===== src/rtl/bcd2_seg_decoder_if.sv =====
// rtl/bcd2_seg_decoder_if.sv - BCD code inputs and seven-segment/dp outputs of the decoder
interface bcd2_seg_decoder_if;
   logic A;
   logic B;
   logic C;
   logic D;
   logic a;
   logic b;
   logic c;
   logic d;
   logic e;
   logic f;
   logic g;
   logic dp;

   modport master (
      output A, B, C, D,
      input  a, b, c, d, e, f, g, dp
   );

   modport slave (
      input  A, B, C, D,
      output a, b, c, d, e, f, g, dp
   );
endinterface


===== src/rtl/bcd2_seg_decoder.sv =====
// rtl/bcd2_seg_decoder.sv - registered BCD to seven-segment decoder, dp flags codes 10..15
module bcd2_seg_decoder #(
   parameter bit SEG_ACTIVE_LOW = 1'b0
) (
   input logic                 clk,
   input logic                 rst,
   bcd2_seg_decoder_if.slave   seg
);
   // Pattern bit order is {a,b,c,d,e,f,g,dp}; "off" is all zeros before polarity inversion.
   localparam logic [7:0] OFF_PATTERN = {8{SEG_ACTIVE_LOW}};

   logic [3:0] code;
   logic [7:0] seg_d;
   logic [7:0] seg_q;

   assign code = {seg.A, seg.B, seg.C, seg.D};

   always_comb begin
      seg_d = 8'b0000_0000;
      case (code)
         4'd0:    seg_d = 8'b1111_1100;
         4'd1:    seg_d = 8'b0110_0000;
         4'd2:    seg_d = 8'b1101_1010;
         4'd3:    seg_d = 8'b1111_0010;
         4'd4:    seg_d = 8'b0110_0110;
         4'd5:    seg_d = 8'b1011_0110;
         4'd6:    seg_d = 8'b1011_1110;
         4'd7:    seg_d = 8'b1110_0000;
         4'd8:    seg_d = 8'b1111_1110;
         4'd9:    seg_d = 8'b1111_0110;
         default: seg_d = 8'b0000_0001;
      endcase
      if (SEG_ACTIVE_LOW) begin
         seg_d = ~seg_d;
      end
   end

   always_ff @(posedge clk) begin
      if (rst) begin
         seg_q <= OFF_PATTERN;
      end else begin
         seg_q <= seg_d;
      end
   end

   assign seg.a  = seg_q[7];
   assign seg.b  = seg_q[6];
   assign seg.c  = seg_q[5];
   assign seg.d  = seg_q[4];
   assign seg.e  = seg_q[3];
   assign seg.f  = seg_q[2];
   assign seg.g  = seg_q[1];
   assign seg.dp = seg_q[0];
endmodule


===== src/flat_wrapper.sv =====
// flat-port wrapper written by rule: the top's interface ports become plain ports
module bcd2_seg_decoder_flat 
#(
   parameter bit SEG_ACTIVE_LOW = 1'b0
)
  (clk, rst, seg_A, seg_B, seg_C, seg_D, seg_a, seg_b, seg_c, seg_d, seg_e, seg_f, seg_g, seg_dp);
  bcd2_seg_decoder_if seg_i ();
  input logic clk;
  input logic rst;
  input wire logic [$bits(seg_i.A)-1:0] seg_A;
  input wire logic [$bits(seg_i.B)-1:0] seg_B;
  input wire logic [$bits(seg_i.C)-1:0] seg_C;
  input wire logic [$bits(seg_i.D)-1:0] seg_D;
  output wire logic [$bits(seg_i.a)-1:0] seg_a;
  output wire logic [$bits(seg_i.b)-1:0] seg_b;
  output wire logic [$bits(seg_i.c)-1:0] seg_c;
  output wire logic [$bits(seg_i.d)-1:0] seg_d;
  output wire logic [$bits(seg_i.e)-1:0] seg_e;
  output wire logic [$bits(seg_i.f)-1:0] seg_f;
  output wire logic [$bits(seg_i.g)-1:0] seg_g;
  output wire logic [$bits(seg_i.dp)-1:0] seg_dp;
  assign seg_i.A = seg_A;
  assign seg_i.B = seg_B;
  assign seg_i.C = seg_C;
  assign seg_i.D = seg_D;
  assign seg_a = seg_i.a;
  assign seg_b = seg_i.b;
  assign seg_c = seg_i.c;
  assign seg_d = seg_i.d;
  assign seg_e = seg_i.e;
  assign seg_f = seg_i.f;
  assign seg_g = seg_i.g;
  assign seg_dp = seg_i.dp;
  bcd2_seg_decoder #(.SEG_ACTIVE_LOW(SEG_ACTIVE_LOW)) u_core (.clk(clk), .rst(rst), .seg(seg_i));
endmodule

===== config.mk =====
export PLATFORM = sky130hd
export DESIGN_NAME = bcd2_seg_decoder_flat
export DESIGN_NICKNAME = d
export VERILOG_FILES = /design/src/rtl/bcd2_seg_decoder_if.sv /design/src/rtl/bcd2_seg_decoder.sv /design/src/flat_wrapper.sv
export SDC_FILE = /design/constraint.sdc
export NUM_CORES = 1
export LEC_CHECK = 0
export ABC_AREA = 1
export ABC_CLOCK_PERIOD_IN_PS = 1800
export BUFFER_PORTS_ARGS = -buffer_cell sky130_fd_sc_hd__buf_2
export CORE_AREA = 2 2 39 41
export CTS_BUF_LIST = sky130_fd_sc_hd__clkbuf_4 sky130_fd_sc_hd__clkbuf_8
export DETAILED_ROUTE_END_ITERATION = 8
export DIE_AREA = 0 0 41 43
export GPL_TIMING_DRIVEN = 1
export PLACE_DENSITY = 0.51
export SYNTH_ARGS = -nofsm -noshare
export SYNTH_HDL_FRONTEND = slang
export SYNTH_SLANG_ARGS = --single-unit
export TNS_END_PERCENT = 5

===== constraint.sdc =====
create_clock -name clk -period 1.8 [get_ports clk]
set_input_delay 0.18 -clock clk [delete_from_list [all_inputs] [get_ports clk]]
set_output_delay 0.18 -clock clk [all_outputs]
set_load 0.1 [all_outputs]

Word-level counts from Yosys, hierarchy flattened:

Memories as Yosys holds them, arrays and structs flattened. A register that Yosys moved wholly into a read port is not among the register bits.
Index checks and enable logic that the tools add are counted.

* bits in registers: 0
* bits in read-only memories: 128
* output and inout port bits: 8
* memories: 1

Memories
* (name not given): words 16, width 8, rd ports 1, clocked after memory_dff 1, write ports 0, RTL line bcd2_seg_decoder.sv:20 `case (code)`

Depth between registers and ports, before layout:

* depth after elaboration: 0
* depth in mapped cells: 6

Worst setup path after synthesis:

No wires, ideal clock.

* path type: register to output
* start point: reg u_core.seg_q[7]
* end point: out seg_a
* arrival time: 0.909 ns
* required time: 1.620 ns
* path slack: 0.711 ns
* cell stages (with the launch flop): 1
* buffers on the path: 0
* path through: dfxtp_1

RTL lines
* from (decl): RTL line bcd2_seg_decoder.sv:14 `logic [7:0] seg_q;`
* to (decl): RTL line flat_wrapper.sv:14 `output wire logic [$bits(seg_i.a)-1:0] seg_a;`

No word-level cell between the ends.

Worst setup path after layout:

* start point: reg u_core.seg_q[1]
* end point: out seg_g

RTL lines
* to (decl): RTL line flat_wrapper.sv:20 `output wire logic [$bits(seg_i.g)-1:0] seg_g;`

No word-level cell between the ends.

==> impl_results.md <==
- Status: finished, final reports clean
- Drt wl/cell: approximately 7.4 um
- CP endpoint kind: output pin
- Total global routing overflow: 0
- Cts hold-fix bufs: 0
- Maximum buffer depth of the clock tree: 2
- Worst path max stage delay: approximately 0.41 ns
- Worst EP arrival: roughly 0.95 ns
- Post CTS Setup Buffer Count: 0
- Tmin final: approximately 1.1 ns
- FILL cells: 151
- Syn_area_per_cell: roughly 8 sq um
- Post-CTS sizing: 0
- Initial Util: a little over a quarter
- Crit path cell chain: buf_2
- Max frequency: 881.5 MHz
- Buffers and inverters on the worst path: 1
- Xor/xnor share of the synthesized area: 0%
- Ratio of cells with drive above 1 in the final layout: 29.69%
- Hold Crit Start: rst
- Seq cells post-synth: 8
- GRT Util Overall: a little under a tenth
- Slowest CP cell: buf_2
- Hold violation count in the final report: 0
- Root Buffer: clkbuf_4
- Detailed Routing Iterations Pass 1: 4
- Number of vias per cell: 3.950
- Synth Area in Compound Gates: under 10%
- Crit path max fanout: 1
- Setup CP Type: reg -> out
- Max reg flops: 8
- Simple-Gate Fraction of Synth Area: 23.83%
- Placed insts: 77
- # rows: 14
- Leakage: 0.2874 nW
- Synth warnings: 0
- Worst-path clk slew: about 0.050 ns
- Worst hold path stage count: 2
- Hold Path Class: in -> reg
- Post-synthesis adder-cell area fraction: 20.13%
- Seq/Total Area, Yosys: 42.95%
- Remaining DRCs: 0
- Most flops, register: u_core.seg_q
- Reg area: about 160 sq um
- DRT iter0 DRCs: 2
- Mux cell area share after synthesis: 0%
- Top Family by Delay on Critical Path: buffers and inverters
- Syn_nets: 60
- Number of max-cap violations: 0
- Final #Nets: a little under 80
- Rel. slew slack: about two thirds
- Biggest regs: u_core.seg_q x8
- Post-Layout Cell Count: 80
- Die Width: roughly 41 um
- Num CTS Buffers: 3
- RSZ-0062 raised after global routing: false
- Hold Crit Endpoint: u_core.seg_q[0]
- Distinct cells, synth: 10
- Multi-input gate area: about 180 sq um
- Syn Inst Count: 48
- Die ar.: approximately 1800 sq um
- Core area: between 1000 and 1500 sq um
- CTS tree: yes
- Vias in the first global route: about 270
- Clk sink count: 8
- Area grow syn2layout: 28.86%
- Die Ht: ~43 um
- Boundary Pins: 14
- Vias after detailed routing: ~320
- CP Launch Type: register
- Worst Path Required: around 1.6 ns
- Period utilisation layout: between 60% and 70%
- Peak supply drop: between 0.15 and 0.2 mV
- PD cells: around 960 nW/um^2
- Final setup TNS: 0 ns
- Main combinational cell family by area after synthesis: simple AND/OR/NAND/NOR gates
- Setup Viol. Count Final: 0
- Final ANT Viol Nets: 0
- Hpwl dp: 494.8 um
- Synthesized cell area: 372.9 sq um
- Antenna violations before repair: 0
- Final wirelength: just under 600 um
- GPL Wtd Cong: between 0.7 and 0.8
- First-pass GRT wire length: roughly 1000 um
- Largest net degree at the start of global routing: 8
- Antenna cells: 0
- Final Max Tran Viols: 0
- CTS H-tree depth: 1
- Worst Tran Pin Value: 0.4853 ns
- I/O Buffers: 13
==> worst max-delay path by stage <==
stage               startpoint               to  slack (ns)  depth (start not counted)
2_1_floorplan  u_core.seg_q[7]            seg_a        0.71                          0
3_3_place_gp             seg_C  u_core.seg_q[4]        0.76                          7
3_5_place_dp             seg_C  u_core.seg_q[4]        0.74                          7
4_1_cts        u_core.seg_q[1]            seg_g        0.65                          1
5_1_grt        u_core.seg_q[3]            seg_e        0.59                          1
6_report       u_core.seg_q[1]            seg_g        0.67                          1
==> cell usage in the layout (no fill, tap or decap) <==
cell type / synthesis / layout
buf_2: 0 / 13
nand2_2: 1 / 1
nor2_1: 15 / 15
o21ai_0: 1 / 1
inv_2: 1 / 1
a21oi_1: 1 / 1
nand2_1: 7 / 7
dfxtp_1: 8 / 8
inv_1: 7 / 7
o21ai_2: 1 / 1
clkbuf_4: 0 / 3
ha_1: 6 / 6
==> routing by layer <==
| layer | GRT usage [%] | wire length [um] |
|---|---|---|
| met1 | 8.946 | 249 |
| met2 | 12.50 | 307 |
| met3 | 3.141 | 35 |
| met4 | 12.00 | 0 |
| met5 | 0 | 0 |
==> layout make-up <==
cell class	instances	share of cell area, %
multi-input cells	32	38.02
flip-flops and latches	8	33.33
repair buffers	13	13.54
inverters	8	6.250
clock buffers	3	4.687
well taps	16	4.167
==> power by group <==
group          leakage (nW)  switching, mW  total (mW)  internal [mW]
registers            0.0665        0.00189       0.191          0.189
clock network        0.0138         0.0543       0.130         0.0758
logic                 0.207          0.118       0.142         0.0237
==> logic make-up after synthesis <==
family                   after synthesis
AO/OA/AOI/OAI                          3
flip-flops                             8
buffers and inverters                  8
adder cells (fa/ha/maj)                6
AND/OR/NAND/NOR                       23
==> stage by stage <==
stage	hold slack (ns)	worst slack (ns)	cell area (sq um)	total power [mW]	utilization, %
3_3_place_gp	0.3726	0.7581	457.9	0.3376	33.09
6_report	0.1169	0.6655	480.5	0.4631	34.72
5_1_grt	0.09542	0.5859	480.5	0.4976	34.72
4_1_cts	0.1075	0.6469	480.5	0.4728	34.72
2_1_floorplan	0.2491	0.7110	372.9	0.3109	-
3_5_place_dp	0.3729	0.7446	457.9	0.3375	33.09
==> synthesized netlist by cell type <==
master	instances	area, sq um
nor2_1	15	56.30
inv_2	1	3.750
nand2_2	1	6.260
o21ai_0	1	5.000
o21ai_2	1	8.760
dfxtp_1	8	160.2
ha_1	6	75.07
nand2_1	7	26.28
inv_1	7	26.28
a21oi_1	1	5.000
Power figures use the tool's default switching activity.
